===== src/rtl/tse_pkg.sv =====
// Shared TSN switch-element definitions: descriptor layout, dispatcher
// state codes and the popcount helper used for buffer reference counts.
package tse_pkg;

  localparam int BUFID_W  = 9;
  localparam int TSNTAG_W = 48;
  localparam int DESC_W   = TSNTAG_W + BUFID_W;

  // flowid sits at tsntag[44:31]; in the packed descriptor that is shifted by the bufid
  localparam int FLOWID_TAG_LSB = 31;
  localparam int FLOWID_LSB     = BUFID_W + FLOWID_TAG_LSB;

  localparam int REFCNT_W    = 4;
  localparam int POPCNT_IN_W = 15;

  localparam logic [3:0] ST_IDLE  = 4'd0;
  localparam logic [3:0] ST_RD    = 4'd1;
  localparam logic [3:0] ST_LATCH = 4'd2;
  localparam logic [3:0] ST_WAIT1 = 4'd3;
  localparam logic [3:0] ST_WAIT2 = 4'd4;
  localparam logic [3:0] ST_CHECK = 4'd5;
  localparam logic [3:0] ST_FREE  = 4'd6;

  typedef enum logic [3:0] {
    IDLE_S  = ST_IDLE,
    RD_S    = ST_RD,
    LATCH_S = ST_LATCH,
    WAIT1_S = ST_WAIT1,
    WAIT2_S = ST_WAIT2,
    CHECK_S = ST_CHECK,
    FREE_S  = ST_FREE
  } dispatch_state_t;

  // 4-bit result is exact for up to 15 ports
  function automatic logic [REFCNT_W-1:0] popcount(input logic [POPCNT_IN_W-1:0] v);
    logic [REFCNT_W-1:0] cnt;
    cnt = '0;
    for (int i = 0; i < POPCNT_IN_W; i++) begin
      cnt = cnt + REFCNT_W'(v[i]);
    end
    return cnt;
  endfunction

endpackage


===== src/rtl/descriptor_dispatch_if.sv =====
// Bundle of the dispatcher's FIFO, forwarding-RAM, output-queue and
// buffer-free connections; master is the dispatcher side.
interface descriptor_dispatch_if import tse_pkg::*; #(
  parameter int PORT_NUM = 8,
  parameter int FLOWID_W = 14
);

  logic [DESC_W-1:0]   iv_fifo_rdata;
  logic                i_fifo_empty;
  logic                o_fifo_rd;

  logic [FLOWID_W-1:0] ov_ram_addr;
  logic                o_ram_rd;
  logic [PORT_NUM-1:0] iv_ram_rdata;

  logic [PORT_NUM-1:0] i_queue_full;
  logic [BUFID_W-1:0]  ov_queue_wdata;
  logic [PORT_NUM-1:0] ov_queue_wr;
  logic [REFCNT_W-1:0] ov_refcnt;
  logic                o_refcnt_wr;

  logic [BUFID_W-1:0]  ov_free_bufid;
  logic                o_free_wr;
  logic                i_free_ack;

  modport master (
    input  iv_fifo_rdata, i_fifo_empty, iv_ram_rdata, i_queue_full, i_free_ack,
    output o_fifo_rd, ov_ram_addr, o_ram_rd, ov_queue_wdata, ov_queue_wr,
           ov_refcnt, o_refcnt_wr, ov_free_bufid, o_free_wr
  );

  modport slave (
    output iv_fifo_rdata, i_fifo_empty, iv_ram_rdata, i_queue_full, i_free_ack,
    input  o_fifo_rd, ov_ram_addr, o_ram_rd, ov_queue_wdata, ov_queue_wr,
           ov_refcnt, o_refcnt_wr, ov_free_bufid, o_free_wr
  );

endinterface


===== src/rtl/descriptor_dispatch.sv =====
// Pops one descriptor at a time, looks up its port bitmap and either
// enqueues the bufid on every selected port or hands the buffer back.
module descriptor_dispatch import tse_pkg::*; #(
  parameter int PORT_NUM = 8,
  parameter int FLOWID_W = 14
) (
  input  logic                  i_clk,
  input  logic                  i_rst_n,
  descriptor_dispatch_if.master bus
);

  dispatch_state_t     state;
  logic [BUFID_W-1:0]  bufid;
  logic [PORT_NUM-1:0] bitmap;
  logic                ram_wait_done;

  // One descriptor in flight; every output is a register so downstream sees clean strobes.
  always_ff @(posedge i_clk or negedge i_rst_n) begin
    if (!i_rst_n) begin
      state              <= IDLE_S;
      bufid              <= '0;
      bitmap             <= '0;
      ram_wait_done      <= 1'b0;
      bus.o_fifo_rd      <= 1'b0;
      bus.ov_ram_addr    <= '0;
      bus.o_ram_rd       <= 1'b0;
      bus.ov_queue_wdata <= '0;
      bus.ov_queue_wr    <= '0;
      bus.ov_refcnt      <= '0;
      bus.o_refcnt_wr    <= 1'b0;
      bus.ov_free_bufid  <= '0;
      bus.o_free_wr      <= 1'b0;
    end else begin
      bus.o_fifo_rd      <= 1'b0;
      bus.o_ram_rd       <= 1'b0;
      bus.ov_queue_wdata <= '0;
      bus.ov_queue_wr    <= '0;
      bus.ov_refcnt      <= '0;
      bus.o_refcnt_wr    <= 1'b0;

      case (state)
        IDLE_S: begin
          if (!bus.i_fifo_empty) begin
            bus.o_fifo_rd <= 1'b1;
            state         <= RD_S;
          end
        end

        RD_S: begin
          state <= LATCH_S;
        end

        LATCH_S: begin
          bufid           <= bus.iv_fifo_rdata[BUFID_W-1:0];
          bus.ov_ram_addr <= bus.iv_fifo_rdata[FLOWID_LSB +: FLOWID_W];
          bus.o_ram_rd    <= 1'b1;
          ram_wait_done   <= 1'b0;
          state           <= WAIT1_S;
        end

        // The RAM answers two cycles after it sees our registered strobe, so wait here twice.
        WAIT1_S: begin
          if (!ram_wait_done) begin
            ram_wait_done <= 1'b1;
          end else begin
            state <= WAIT2_S;
          end
        end

        WAIT2_S: begin
          bitmap <= bus.iv_ram_rdata;
          state  <= CHECK_S;
        end

        // All-or-nothing: any selected port full stalls the whole descriptor.
        CHECK_S: begin
          if (bitmap == '0) begin
            bus.ov_free_bufid <= bufid;
            bus.o_free_wr     <= 1'b1;
            state             <= FREE_S;
          end else if ((bitmap & bus.i_queue_full) == '0) begin
            bus.ov_queue_wr    <= bitmap;
            bus.ov_queue_wdata <= bufid;
            bus.ov_refcnt      <= popcount(POPCNT_IN_W'(bitmap));
            bus.o_refcnt_wr    <= 1'b1;
            state              <= IDLE_S;
          end
        end

        FREE_S: begin
          if (bus.i_free_ack) begin
            bus.o_free_wr     <= 1'b0;
            bus.ov_free_bufid <= '0;
            state             <= IDLE_S;
          end
        end

        default: begin
          bus.o_free_wr     <= 1'b0;
          bus.ov_free_bufid <= '0;
          state             <= IDLE_S;
        end
      endcase
    end
  end

endmodule


===== src/flat_wrapper.sv =====
// flat-port wrapper written by rule: the top's interface ports become plain ports
module descriptor_dispatch_flat import tse_pkg::*;
#(
  parameter int PORT_NUM = 8,
  parameter int FLOWID_W = 14
)
  (i_clk, i_rst_n, bus_iv_fifo_rdata, bus_i_fifo_empty, bus_iv_ram_rdata, bus_i_queue_full, bus_i_free_ack, bus_o_fifo_rd, bus_ov_ram_addr, bus_o_ram_rd, bus_ov_queue_wdata, bus_ov_queue_wr, bus_ov_refcnt, bus_o_refcnt_wr, bus_ov_free_bufid, bus_o_free_wr);
  descriptor_dispatch_if #(.PORT_NUM(PORT_NUM), .FLOWID_W(FLOWID_W)) bus_i ();
  input  logic i_clk;
  input  logic i_rst_n;
  input wire logic [$bits(bus_i.iv_fifo_rdata)-1:0] bus_iv_fifo_rdata;
  input wire logic [$bits(bus_i.i_fifo_empty)-1:0] bus_i_fifo_empty;
  input wire logic [$bits(bus_i.iv_ram_rdata)-1:0] bus_iv_ram_rdata;
  input wire logic [$bits(bus_i.i_queue_full)-1:0] bus_i_queue_full;
  input wire logic [$bits(bus_i.i_free_ack)-1:0] bus_i_free_ack;
  output wire logic [$bits(bus_i.o_fifo_rd)-1:0] bus_o_fifo_rd;
  output wire logic [$bits(bus_i.ov_ram_addr)-1:0] bus_ov_ram_addr;
  output wire logic [$bits(bus_i.o_ram_rd)-1:0] bus_o_ram_rd;
  output wire logic [$bits(bus_i.ov_queue_wdata)-1:0] bus_ov_queue_wdata;
  output wire logic [$bits(bus_i.ov_queue_wr)-1:0] bus_ov_queue_wr;
  output wire logic [$bits(bus_i.ov_refcnt)-1:0] bus_ov_refcnt;
  output wire logic [$bits(bus_i.o_refcnt_wr)-1:0] bus_o_refcnt_wr;
  output wire logic [$bits(bus_i.ov_free_bufid)-1:0] bus_ov_free_bufid;
  output wire logic [$bits(bus_i.o_free_wr)-1:0] bus_o_free_wr;
  assign bus_i.iv_fifo_rdata = bus_iv_fifo_rdata;
  assign bus_i.i_fifo_empty = bus_i_fifo_empty;
  assign bus_i.iv_ram_rdata = bus_iv_ram_rdata;
  assign bus_i.i_queue_full = bus_i_queue_full;
  assign bus_i.i_free_ack = bus_i_free_ack;
  assign bus_o_fifo_rd = bus_i.o_fifo_rd;
  assign bus_ov_ram_addr = bus_i.ov_ram_addr;
  assign bus_o_ram_rd = bus_i.o_ram_rd;
  assign bus_ov_queue_wdata = bus_i.ov_queue_wdata;
  assign bus_ov_queue_wr = bus_i.ov_queue_wr;
  assign bus_ov_refcnt = bus_i.ov_refcnt;
  assign bus_o_refcnt_wr = bus_i.o_refcnt_wr;
  assign bus_ov_free_bufid = bus_i.ov_free_bufid;
  assign bus_o_free_wr = bus_i.o_free_wr;
  descriptor_dispatch #(.PORT_NUM(PORT_NUM), .FLOWID_W(FLOWID_W)) u_core (.i_clk(i_clk), .i_rst_n(i_rst_n), .bus(bus_i));
endmodule

===== config.mk =====
export PLATFORM = sky130hd
export DESIGN_NAME = descriptor_dispatch_flat
export DESIGN_NICKNAME = d
export VERILOG_FILES = /design/src/rtl/tse_pkg.sv /design/src/rtl/descriptor_dispatch_if.sv /design/src/rtl/descriptor_dispatch.sv /design/src/flat_wrapper.sv
export SDC_FILE = /design/constraint.sdc
export NUM_CORES = 1
export LEC_CHECK = 0
export BUFFER_PORTS_ARGS = -buffer_cell sky130_fd_sc_hd__buf_2
export CAP_MARGIN = 20
export CORE_MARGIN = 10
export CORE_UTILIZATION = 42
export CTS_CLUSTER_DIAMETER = 150
export DETAILED_ROUTE_END_ITERATION = 6
export PLACE_DENSITY = 0.86
export SLEW_MARGIN = 30
export SYNTH_ARGS = -nofsm -noshare
export SYNTH_HDL_FRONTEND = slang
export SYNTH_SLANG_ARGS = --single-unit

===== constraint.sdc =====
create_clock -name i_clk -period 2.85 [get_ports i_clk]
set_input_delay 0.4275 -clock i_clk [delete_from_list [all_inputs] [get_ports i_clk]]
set_output_delay 0.4275 -clock i_clk [all_outputs]
set_load 0.05 [all_outputs]

## Yosys cells after proc, flatten, opt, wreduce, memory -nomap -nowiden

Cells that the tools add are included.

- Eq/ne operators: 11
- Multiplexer cells: 28
- Add/sub/neg operators: 7
- Reductions and logical operators: 7
- Bitwise operators: 2

Operators by type and width:

| cell | number |
|---|---|
| 2-to-1 mux 9 bit | 5 |
| 2-to-1 mux 4 bit | 8 |
| case mux 4 bit (7 select lines) | 1 |
| case mux 9 bit (3 select lines) | 1 |
| adder 4 x 1 -> 4 bit | 6 |
| 2-to-1 mux 8 bit | 3 |
| zero test 8 bit | 2 |
| == test 4 x 3 -> 1 bit, second input constant | 3 |
| AND 8 bit | 1 |
| == test 4 x 2 -> 1 bit, second input constant | 2 |
| 2-to-1 mux 1 bit | 8 |
| OR reduction 5 bit | 1 |
| == test 4 x 1 -> 1 bit, second input constant | 1 |
| zero test 4 bit | 1 |
| != test 2 x 1 -> 1 bit, second input constant | 2 |
| != test 2 bit, second input constant | 2 |
| AND reduction 4 bit | 1 |
| != test 3 x 1 -> 1 bit, second input constant | 1 |
| case mux 1 bit (3 select lines) | 1 |
| AND reduction 3 bit | 1 |
| adder 1 x 1 -> 2 bit | 1 |
| case mux 1 bit (2 select lines) | 1 |
| nonzero test 2 bit | 1 |
| inverter 1 bit | 1 |

- Input bits: 77
- Output and inout bits: 48
- Word-level logic and storage cells: 68
- Register bits: 70

## Depth between registers and ports, before layout

Gate-level depths: netlist of run 1.

- Depth in word-level cells: 10
- Depth in mapped cells: 10
- Gate-level depth less buffers: 10

## Worst setup path after synthesis of run 1

No wires, ideal clock.

- Path kind: reg2reg
- Start: register u_core.bitmap[0]
- End: register u_core.bus.ov_refcnt[1] (netlist bit)
- Cell stages (with the launch flop): 10
- Slack: 0.157 ns
- Period minus slack after synthesis: 2.693 ns
- Data required time: 2.731 ns
- Library setup time: 0.119 ns
- Arrival time: 2.574 ns
- Path buffers: 0
- Cells stage by stage: dfrtp_1 -> inv_1 -> ha_1 -> inv_1 -> fa_1 -> fa_1 -> fa_1 -> inv_1 -> fa_1 -> and2_1

- Word-level cells in the longest chain between the ends: 10
- Elaborated cells on any way between the ends: 13
- Those cells by class: add/sub: 7; mux: 3; bitwise: 1; reduce/logical: 2

RTL lines:

| item | line | text |
|---|---|---|
| from (decl) | descriptor_dispatch.sv:14 | `logic [PORT_NUM-1:0] bitmap;` |
| from (signal assigned) | descriptor_dispatch.sv:71 | `bitmap <= bus.iv_ram_rdata;` |
| adder 1 x 1 -> 2 bit | tse_pkg.sv:39 | `cnt = cnt + REFCNT_W'(v[i]);` |
| adder 4 x 1 -> 4 bit (6 in series) | tse_pkg.sv:39 |  |
| 2-to-1 mux 4 bit | descriptor_dispatch.sv:81 | `end else if ((bitmap & bus.i_queue_full) == '0) begin` |
| 2-to-1 mux 4 bit (*) | descriptor_dispatch.sv:77 | `if (bitmap == '0) begin` |
| 2-to-1 mux 4 bit (*) | descriptor_dispatch.sv:41 | `case (state)` |
| to (signal assigned) | descriptor_dispatch.sv:84 | `bus.ov_refcnt <= popcount(POPCNT_IN_W'(bitmap));` |
| to (decl) | descriptor_dispatch_if.sv:29 | `ov_refcnt, o_refcnt_wr, ov_free_bufid, o_free_wr` |

Every way passes the cells marked *; elsewhere a longest branch is shown, timed or not.
A chain may end at the register's enable or synchronous reset.

## Worst setup path in the final report of run 1

- Start: register u_core.bitmap[1]
- End: register u_core.bus.ov_refcnt[2] (netlist bit)

Same word-level chain as after synthesis.

==> results.md, run 1 <==
* Post-DRT Antenna Nets at 0
* Ratio of final minimum period to clock period at 0.963
* Cell types occupying the most area after synthesis: dfrtp_1 61%, mux2_2 9.2%, and2_1 4.2%
* Number of H-tree levels at 3
* Critical path start-end classification: flop to flop
* Die Y-Extent at slightly above 100 um
* #FFs+latches synth at 69
* Final Routed Wirelength at 6550 um
* Final critical-path required period at 2.74 ns
* Rel. slew slack at 0.505
* Kind of path behind the tightest hold check: primary input to async pin
* Max Root-Sink Buffers at 2
* Max-slew violation count at 0
* Net count of the finished layout at 396
* Worst path required time at about 3.1 ns
* Top-level I/O count at approximately 130
* Max Cap Viol at 0
* Area after DPL at 0.00336 mm2
* Placed insts at 377
* Summed negative setup slack over all endpoints at 0 ns
* Top cells by count, synth: 69 x dfrtp_1, 23 x mux2_2, 19 x and2_1
* Initial standard-cell utilization of the core at 0.437
* Diodes inserted at 0
* I/O Buffers at 90
* Clock Root Buffer: clkbuf_8
* Via count of the first global-routing pass at around 2.1k
* CTS tree: built
* Kind of start point of the critical path: flop
* Number of standard cells after synthesis at 214
* Die outline area at about 0.010 mm2
* Total leakage power at between 1.5 and 2 nW
* Commonest register cell after synthesis: dfrtp_1
* Filler instances at 576
* Final cell area excluding filler cells at 0.00356 mm2
* Unrepaired setup endpoints after global routing: no
* GRT Total Usage at 0.129
* Core region area at 0.00646 mm2
* DRT Pass-1 Iters at 4
* Per-cell routed wire length at 16.7 um
* Worst Path Arrival at 2.97 ns
* Cell variety after synth at 35
* Transition time at the pin with the least slew margin at around 0.74 ns
* YS warnings at 0
* Worst clock skew on the final layout at 0.00818 ns
* TritonCTS Buffers at 9
* Total clock sinks at 69
* Dpl hpwl at 4910 um
* VDD IR-drop max at 0.370 mV
* Layout cell share with drive strength beyond 1 at 0.453
* Number of antenna violations at the first check in global routing at 0
* Post-Synthesis Mean Instance Area at 13.2 um2
* Critical path peak fanout at 2
* Max frequency at about 360 MHz
* Gpl congestion at 0.798
* Power density cells at 1140 mW/mm2
* Minimum setup slack among reg-to-reg paths at roughly 0.11 ns
* Hold_buf cts at 0
* Most instantiated library cell after synthesis: dfrtp_1
* Clock-pin slew on the worst setup and hold paths at 0.07 ns
* Total vias in the final route at 1983
* Largest area contributor in the netlist: dfrtp_1
* Number of placement rows at 29
* Width of the die at just over 100 um
* Number of design rule violations left after detail routing at 0
* Final setup violation count at 0
* Number of DRC markers in iteration 0 at 94
* Number of setup buffers added after CTS at 0
* Total power after layout at between 4 and 5 mW
* Post-DR vias/cell at 5.05
* Fraction of registers with async set or reset after synthesis at 1.00
* Total nets after synthesis at 299
* Synthesis-to-finish area growth at 26.1%
* Core Util, Final at 0.552
* First-pass GRT wire length at 10300 um
* Number of synthesized flops with an enable pin at 0
* Element type at the critical path end: flop
* Maximum number of pins on one net before global-route repair at 43
* Area share of the largest cell type after synthesis at 0.611
* Status: finished clean
* Number of cells in the finished layout apart from fillers at 393
* Part of the Yosys area used for sequential elements at 0.611
* Post-cts repair resize count at 0
* Total count of hold-check failures in the final report at 0
* Synthesized cell area at 0.00283 mm2
* Sum of overflow across all layers after global routing at 0
* Clock latency on the worst-skew pair at 0.34 ns
## power breakdown
| group | total (mW) | switching, mW | leakage, nW | internal, mW |
|---|---|---|---|---|
| combinational | 1.77 | 1.11 | 0.840 | 0.658 |
| sequential | 1.51 | 0.246 | 0.884 | 1.27 |
| clock | 0.791 | 0.367 | 0.0943 | 0.424 |
| total | 4.08 | 1.73 | 1.82 | 2.35 |
## registers in the layout, indices dropped and copies added, names as in the netlist
name                       flops
u_core.bitmap                  8
u_core.bufid                   9
u_core.bus.o_fifo_rd           1
u_core.bus.o_free_wr           1
u_core.bus.o_ram_rd            1
u_core.bus.o_refcnt_wr         1
u_core.bus.ov_free_bufid       9
u_core.bus.ov_queue_wdata      9
u_core.bus.ov_queue_wr         8
u_core.bus.ov_ram_addr        14
u_core.bus.ov_refcnt           4
u_core.ram_wait_done           1
u_core.state                   3
## metal layers
metal	part of all wire	wire, um	global-route usage	up-vias
met5	0	0	0	-
met4	0.011	71	0.0423	0
met3	0.084	553	0.0553	7
met2	0.52	3380	0.221	59
met1	0.39	2540	0.141	983
li1	-	-	-	934
## layout make-up
type	instances	area, um2	share of cell area
inverters	13	48.8	0.0137
multi-input cells	123	991	0.278
well taps	77	96.3	0.0270
flip-flops and latches	69	1730	0.485
clock buffers	10	138	0.0386
repair buffers	95	500	0.140
clock inverters	6	62.6	0.0176
## logic make-up after synthesis
logic type               synth area share
adder cells (fa/ha/maj)            0.0461
AND/OR/NAND/NOR                     0.116
flip-flops                          0.611
buffers and inverters              0.0390
AO/OA/AOI/OAI                      0.0934
XOR/XNOR                          0.00310
multiplexers                       0.0917
## final timing paths
check                                                        from                                 endpoint  cells past startpoint
max in group asynchronous                                 i_rst_n    u_core.bus.ov_ram_addr[8]$_DFFE_PN0P_                      2
hold reg to reg            u_core.bus.ov_ram_addr[11]$_DFFE_PN0P_   u_core.bus.ov_ram_addr[11]$_DFFE_PN0P_                      1
hold / removal                                            i_rst_n  u_core.bus.ov_free_bufid[1]$_DFFE_PN0P_                      1
setup reg to reg                     u_core.bitmap[1]$_DFFE_PN0P_        u_core.bus.ov_refcnt[2]$_DFF_PN0_                     10
min in group i_clk                               bus_i_fifo_empty           u_core.bus.o_fifo_rd$_DFF_PN0_                      2
setup / recovery                     u_core.bitmap[1]$_DFFE_PN0P_        u_core.bus.ov_refcnt[2]$_DFF_PN0_                     10
## stage by stage
step           hold WS (ns)  setup WS [ns]
6_report              0.112          0.106
3_5_place_dp          0.484         0.0650
5_1_grt               0.143        0.00632
3_3_place_gp          0.478          0.132
4_1_cts               0.108         0.0523
2_1_floorplan         0.132          0.157
## critical path, stage by stage, from the launching register on
cell	delay, ns
dfrtp_1	0.39
inv_1	0.08
ha_1	0.22
inv_1	0.08
fa_1	0.43
fa_1	0.53
fa_2	0.20
inv_2	0.04
fa_1	0.37
xor2_1	0.14
and2_1	0.15
## cells in the final DEF, fill, tap and decap left out, types with 2 or more instances in the layout
cell / synthesis / layout
o21ai_0: 15 / 15
a22oi_1: 4 / 4
buf_4: 3 / 4
a21oi_1: 5 / 5
clkinv_2: 0 / 2
nand2b_1: 2 / 2
ha_1: 4 / 4
a32o_1: 10 / 10
inv_1: 13 / 12
fa_1: 4 / 3
clkbuf_8: 0 / 10
dfrtp_1: 69 / 69
and2_1: 19 / 19
buf_2: 1 / 90
nor2_1: 3 / 3
mux2_2: 23 / 23
nand2_1: 16 / 16
clkinvlp_4: 0 / 3
No activity file was read; power rests on OpenSTA's default activity.
==> run 2: changes to the inputs <==
Clock period 2.85 ns to 2.5 ns, I/O delays scaled along.
==> run 2 against run 1 <==
The flow now finishes with violations (setup timing). Clock-buffer cell count rose by 2. Register-to-register slack got worse by 0.36 ns. Critical path depth shrank 1. Via count up 1.3%. Hold slack worse by 0.064 ns.
==> results.md, run 2 (same netlist as run 1, synthesis figures left out) <==
* Gpl congestion at 0.812 (was 0.798)
* Sum of overflow across all layers after global routing at 0 (unchanged)
* Post-placement setup slack at -0.265 ns (was 0.0650 ns)
* Per-cell routed wire length at 16.5 um (was 16.7 um)
* Die Y-Extent at 102 um (unchanged)
* Critical path start-end classification: flop to flop (unchanged)
* Kind of start point of the critical path: flop (unchanged)
* First-pass GRT wire length at 10600 um (was 10300 um)
* Worst hold slack across all endpoints at 0.0479 ns (was 0.112 ns)
* Internal power at 2.76 mW (was 2.35 mW)
* Element type at the critical path end: flop (unchanged)
* Part of the power in registers at 0.364 (was 0.371)
* Area after DPL at 0.00339 mm2 (was 0.00336 mm2)
* Max Root-Sink Buffers at 2 (unchanged)
* VDD IR-drop max at 0.488 mV (was 0.370 mV)
* Number of antenna violations at the first check in global routing at 0 (unchanged)
* Clock Root Buffer: clkbuf_8 (unchanged)
* Final cell area excluding filler cells at 0.00361 mm2 (was 0.00356 mm2)
* Kind of path behind the tightest hold check: primary input to async pin (unchanged)
* Clock latency on the worst-skew pair at 0.34 ns (about the same)
* Register containing the most flip-flops in the final layout: u_core.bus.ov_ram_addr (unchanged)
* Clock network power share at 0.186 (was 0.194)
* Top-level I/O count at 125 (unchanged)
* Clock-pin slew on the worst setup and hold paths at 0.07 ns (about the same)
* Net switching component of the power at 1.99 mW (was 1.73 mW)
* Die outline area at 0.0104 mm2 (unchanged)
* DRT Pass-1 Iters at 5 (was 4)
* Post-DRT Antenna Nets at 0 (unchanged)
* Max frequency at 363 MHz (was 364 MHz)
* Diodes inserted at 0 (unchanged)
* Worst Path Arrival at 2.99 ns (was 2.97 ns)
* Total clock sinks at 69 (unchanged)
* Rel. slew slack at 0.484 (was 0.505)
* Total power after layout at 4.75 mW (was 4.08 mW)
* Violated checks: setup timing
* Synthesis-to-finish area growth at 27.9% (was 26.1%)
* CTS tree: built (unchanged)
* Total count of hold-check failures in the final report at 0 (unchanged)
* Maximum number of pins on one net before global-route repair at 70 (was 43)
* Post-DR vias/cell at 5.05 (about the same)
* Final critical-path required period at 2.75 ns (was 2.74 ns)
* Net count of the finished layout at 401 (was 396)
* Via count of the first global-routing pass at 2119 (was 2096)
* Hold_buf cts at 0 (unchanged)
* Proportion of total power due to net switching at 0.419 (was 0.424)
* I/O Buffers at 90 (unchanged)
* Initial standard-cell utilization of the core at 0.437 (unchanged)
* Max-slew violation count at 0 (unchanged)
* Number of placement rows at 29 (unchanged)
* Worst path required time at 2.74 ns (was 3.08 ns)
* Status: complete, but fails checks (was finished clean)
* Max Cap Viol at 0 (unchanged)
* Number of DRC markers in iteration 0 at 128 (was 94)
* Max reg flops at 14 (unchanged)
* Part of the power in combinational logic at 0.450 (was 0.435)
* Critical path peak fanout at 2 (unchanged)
* Transition time at the pin with the least slew margin at 0.770 ns (was 0.740 ns)
* Filler instances at 546 (was 576)
* Dpl hpwl at 4800 um (was 4910 um)
* Final Routed Wirelength at 6570 um (was 6550 um)
* Number of design rule violations left after detail routing at 0 (unchanged)
* Layout cell share with drive strength beyond 1 at 0.474 (was 0.453)
* GRT Total Usage at 0.131 (was 0.129)
* Worst clock skew on the final layout at 0.00860 ns (was 0.00818 ns)
* Ratio of final minimum period to clock period at 1.10 (was 0.963)
* Power density cells at 1310 mW/mm2 (was 1140 mW/mm2)
* Width of the die at 102 um (unchanged)
* TritonCTS Buffers at 9 (unchanged)
* Unrepaired setup endpoints after global routing: yes (was no)
* Most common library cell in the layout ignoring fill and taps: buf_2 (unchanged)
* Number of H-tree levels at 3 (unchanged)
* Final setup violation count at 2 (was 0)
* Setup ws final at -0.254 ns (was 0.106 ns)
* Commonest cells after routing, fill and taps aside: 90 x buf_2, 69 x dfrtp_1, 23 x mux2_2 (unchanged)
* Total vias in the final route at 2009 (was 1983)
* Total leakage power at 1.84 nW (was 1.82 nW)
* Core region area at 0.00646 mm2 (unchanged)
[run 2: cell count changes in the layout (fill, tap and decap cells not counted), moves of 2 or more]
cell,previous run,this run
buf_4,4,8
inv_1,12,9
inv_2,1,4
clkbuf_1,0,2
clkinvlp_4,3,1
[run 2: power by group through the flow]
| stage | sequential (mW) | clock, mW | combinational, mW |
|---|---|---|---|
| finish | 1.73 | 0.885 | 2.13 |
| global route | 1.77 | 0.968 | 2.34 |
| CTS | 1.73 | 0.908 | 2.17 |
| detailed placement | 1.74 | 0 | 2.08 |
| global placement | 1.71 | 0 | 2.01 |
| floorplan | 2.19 | 0 | 1.08 |
[run 2: final cells by class]
type,count,area (um2),share of cell area
sequential,69,1730,0.478
multi-input combinational,123,1010,0.279
timing repair buffer,100,542,0.150
clock buffer,12,145,0.0402
tap,77,96.3,0.0267
inverter,13,48.8,0.0135
clock inverter,4,47.5,0.0132
[run 2: path summary, 6_finish.rpt]
path	startpoint	endpoint	slack, ns	depth (start not counted)
worst max-delay path	u_core.bitmap[1]$_DFFE_PN0P_	u_core.bus.ov_refcnt[1]$_DFF_PN0_	-0.25	9
worst min-delay path	i_rst_n	u_core.bus.ov_refcnt[2]$_DFF_PN0_	0.05	2
worst max register to register	u_core.bitmap[1]$_DFFE_PN0P_	u_core.bus.ov_refcnt[1]$_DFF_PN0_	-0.25	9
worst min register to register	u_core.bus.ov_ram_addr[6]$_DFFE_PN0P_	u_core.bus.ov_ram_addr[6]$_DFFE_PN0P_	0.50	1
max in group asynchronous	i_rst_n	u_core.bus.ov_free_bufid[4]$_DFFE_PN0P_	2.16	2
min in group i_clk	bus_i_fifo_empty	u_core.bus.o_fifo_rd$_DFF_PN0_	0.20	2
[run 2: repair_timing]
item | in CTS | in global routing
endpoints found under the setup margin | 2 | 2
gates cloned | 0 | 0
setup buffers | 1 | 0
gates resized for setup | 5 | 0
pin swaps | 0 | 1
[run 2: metal layers]
layer  wire length, um  global-route usage  vias to the layer above
li1                  -                   -                      953
met5                 0                   0                        -
met4                63              0.0434                        0
met3               571              0.0560                        9
met2              3390               0.224                       58
met1              2550               0.143                      989
[run 2: worst max-delay path, stage by stage, from the launching register on]
cell	delay, ns
dfrtp_1	0.37
inv_2	0.06
ha_4	0.26
inv_2	0.03
fa_1	0.50
fa_1	0.44
fa_2	0.35
inv_2	0.07
fa_2	0.42
and2_4	0.15
[run 2: metrics by stage]
stage	TNS (ns)	cells	util
floorplan	-0.278	214	-
global placement	-0.330	380	0.525
detailed placement	-0.443	380	0.525
CTS	-0.468	397	0.558
global route	-0.575	398	0.560
finish	-0.409	398	0.560
==> run 3: changes to the inputs <==
Settings changed: BUFFER_PORTS_ARGS -buffer_cell sky130_fd_sc_hd__buf_2 to not set, CORE_UTILIZATION 42 to 56, DONT_BUFFER_PORTS set to 1, PLACE_DENSITY 0.86 to 0.85.
==> run 3 against run 2 <==
The flow still finishes with violations (setup timing). Combinational power down 11%. Die area decreased by 20%. Via count fell by 8.1%. First-iteration DRC count is 38% lower. Global-route usage increased by 3.8 points. Critical path depth unchanged. Non-clock buffer count shrank 72. Clock skew increased by 0.0044 ns. Sequential share of layout area rose by 3.5 points. Cell area shrank 6.7%. Total power is 9.4% higher. Highest routed layer unchanged. Clock power rose by 13%.
==> results.md, run 3 (same netlist as run 1, synthesis figures left out) <==
* Status: complete, but fails checks (unchanged)
* Violated checks: setup timing (unchanged)
* Clock network power share at 0.193 (was 0.186)
* Final setup violation count at 4 (was 2)
* Clock latency on the worst-skew pair at 0.34 ns (about the same)
* Transition time at the pin with the least slew margin at 0.864 ns (was 0.770 ns)
* Max Root-Sink Buffers at 2 (unchanged)
* Minimum setup slack among reg-to-reg paths at -0.29 ns (was -0.25 ns)
* Number of placement rows at 25 (was 29)
* Kind of start point of the critical path: flop (unchanged)
* Most common library cell in the layout ignoring fill and taps: dfrtp_1 (was buf_2)
* Area taken by multi-input logic gates at 0.00102 mm2 (was 0.00101 mm2)
* Total leakage power at 1.55 nW (was 1.84 nW)
* Power density cells at 1540 mW/mm2 (was 1310 mW/mm2)
* VDD IR-drop max at 1.35 mV (was 0.488 mV)
* Sum of overflow across all layers after global routing at 0 (unchanged)
* Summed negative setup slack over all endpoints at -0.775 ns (was -0.409 ns)
* Worst Reg2Reg Path Length in Cells at 9 (unchanged)
* Critical path peak fanout at 2 (unchanged)
* Number of cells in the finished layout apart from fillers at 316 (was 398)
* Maximum number of pins on one net before global-route repair at 70 (unchanged)
* Source of the critical timing path: u_core.bitmap[1]$_DFFE_PN0P_ (unchanged)
* GRT Total Usage at 0.168 (was 0.131)
* DRT Pass-1 Iters at 4 (was 5)
* Hold Crit Start: bus_i_fifo_empty
* Rel. slew slack at 0.422 (was 0.484)
* Worst path required time at 2.73 ns (was 2.74 ns)
* Internal power at 3.01 mW (was 2.76 mW)
* Clock Root Buffer: clkbuf_8 (unchanged)
* Width of the die at 91.0 um (was 102 um)
* Final critical-path required period at 2.79 ns (was 2.75 ns)
* Number of DRC markers in iteration 0 at 79 (was 128)
* Total power after layout at 5.19 mW (was 4.75 mW)
* Post-DR vias/cell at 5.84 (was 5.05)
* Dpl hpwl at 4260 um (was 4800 um)
* Commonest cells after routing, fill and taps aside: 69 x dfrtp_1, 23 x mux2_2, 18 x and2_1, 18 x buf_4, 16 x nand2_1 (was 90 x buf_2, 69 x dfrtp_1, 23 x mux2_2)
* Element type at the critical path end: flop (unchanged)
* Worst Path Arrival at 3.02 ns (was 2.99 ns)
* Number of H-tree levels at 3 (unchanged)
* Total count of hold-check failures in the final report at 0 (unchanged)
* Layout cell share with drive strength beyond 1 at 0.337 (was 0.474)
* Final Routed Wirelength at 7060 um (was 6570 um)
* Max Cap Viol at 0 (unchanged)
* Part of the power in combinational logic at 0.366 (was 0.450)
* Die Y-Extent at 91.0 um (was 102 um)
* Net count of the finished layout at 329 (was 401)
* Die outline area at 0.00829 mm2 (was 0.0104 mm2)
* Critical path start-end classification: flop to flop (unchanged)
* Synthesis-to-finish area growth at 19.3% (was 27.9%)
* Register containing the most flip-flops in the final layout: u_core.bus.ov_ram_addr (unchanged)
* Via count of the first global-routing pass at 1975 (was 2119)
* Number of antenna violations at the first check in global routing at 0 (unchanged)
* Core region area at 0.00482 mm2 (was 0.00646 mm2)
* Ratio of final minimum period to clock period at 1.11 (was 1.10)
* Number of design rule violations left after detail routing at 0 (unchanged)
* Worst flop-to-flop path startpoint: u_core.bitmap[1]$_DFFE_PN0P_ (unchanged)
* Max frequency at 359 MHz (was 363 MHz)
* Post-DRT Antenna Nets at 0 (unchanged)
* Diodes inserted at 0 (unchanged)
* Total clock sinks at 69 (unchanged)
* Core Util, Final at 0.700 (was 0.560)
* Kind of path behind the tightest hold check: primary input to flop (was primary input to async pin)
* Unrepaired setup endpoints after global routing: yes (unchanged)
* Net switching component of the power at 2.19 mW (was 1.99 mW)
* Setup ws final at -0.286 ns (was -0.254 ns)
* Highest routed layer: met4 (unchanged)
* Max-slew violation count at 0 (unchanged)
* Clock-pin slew on the worst setup and hold paths at 0.08 ns (was 0.07 ns)
* Routed length on met3 at 686 um (was 571 um)
* Initial standard-cell utilization of the core at 0.586 (was 0.437)
* TritonCTS Buffers at 9 (unchanged)
* Part of the power in registers at 0.442 (was 0.364)
* Max reg flops at 14 (unchanged)
* I/O Buffers at 0 (was 90)
* Total vias in the final route at 1846 (was 2009)
* Placed insts at 278 (was 380)
* Worst clock skew on the final layout at 0.0130 ns (was 0.00860 ns)
* First-pass GRT wire length at 10800 um (was 10600 um)
* Top-level I/O count at 125 (unchanged)
* Met1 wire length at 2490 um (was 2550 um)
* Worst flop-to-flop path endpoint: u_core.bus.ov_refcnt[1]$_DFF_PN0_ (unchanged)
* Per-cell routed wire length at 22.3 um (was 16.5 um)
* Gpl congestion at 0.798 (was 0.812)
* Filler instances at 334 (was 546)
* Met2 wire length at 3640 um (was 3390 um)
* Proportion of total power due to net switching at 0.421 (was 0.419)
* Worst setup endpoint: u_core.bus.ov_refcnt[1]$_DFF_PN0_ (unchanged)
* Sequential cell area at 0.00173 mm2 (unchanged)
* CTS tree: built (unchanged)
==> run 3: changes by cell type in the layout (fill, tap and decap cells not counted), moves of 2 or more <==
| cell | delta |
|---|---|
| clkbuf_1 | -2 |
| buf_4 | +10 |
| buf_2 | -90 |
| buf_6 | +7 |
==> run 3: repair_timing <==
item / CTS / global route
buffers inserted: 19 / 0
setup endpoints to repair: 2 / 4
gates resized for setup: 11 / 6
pin swaps: 1 / 1
hold buffers: 2 / 0
hold endpoints to repair: 69 / 0
==> run 3: critical path, stage by stage, from the launching register on <==
cell     delay [ns]
dfrtp_1        0.38
inv_2          0.07
ha_4           0.26
inv_2          0.04
fa_1           0.50
fa_1           0.44
fa_2           0.36
inv_2          0.07
fa_2           0.42
and2_4         0.15
==> run 3: power by group through the flow <==
stage          clock network, mW  logic, mW  registers (mW)
2_1_floorplan                  0       1.08            2.19
3_3_place_gp                   0       1.22            2.29
3_5_place_dp                   0       1.30            2.31
4_1_cts                     1.02       1.68            2.29
5_1_grt                     1.07       2.09            2.34
6_report                    1.00       1.90            2.29
==> run 3: how the worst min path moves through the flow <==
stage / to / cells after the start
final: u_core.bus.o_fifo_rd$_DFF_PN0_ / 1
after global routing: u_core.bus.o_fifo_rd$_DFF_PN0_ / 1
after CTS: u_core.bus.o_fifo_rd$_DFF_PN0_ / 1
after detailed placement: u_core.bus.ov_refcnt[2]$_DFF_PN0_ / 0
after global placement: u_core.bus.ov_refcnt[3]$_DFF_PN0_ / 0
after floorplan: u_core.bitmap[0]$_DFFE_PN0P_ / 0
==> run 3: cell type report <==
cell class              instances  area share
clock inverters                 6      0.0256
multi-input cells             123       0.304
repair buffers                 28      0.0780
well taps                      67      0.0249
clock buffers                  10      0.0408
inverters                      13      0.0145
flip-flops and latches         69       0.512
==> run 3: stage by stage <==
| stage | hold WS [ns] | instance area (um2) | setup slack, ns |
|---|---|---|---|
| after detailed placement | 0.0811 | 2900 | -0.267 |
| after global routing | 0.0815 | 3370 | -0.341 |
| final | 0.0909 | 3370 | -0.286 |
| after global placement | 0.0811 | 2900 | -0.192 |
| after CTS | 0.0744 | 3340 | -0.270 |
| after floorplan | 0.0794 | 2830 | -0.179 |
==> run 3: metal layers <==
metal,GRT usage,vias to the layer above
met5,0,-
met1,0.171,931
met3,0.0741,21
met2,0.291,95
li1,-,799
met4,0.0809,0
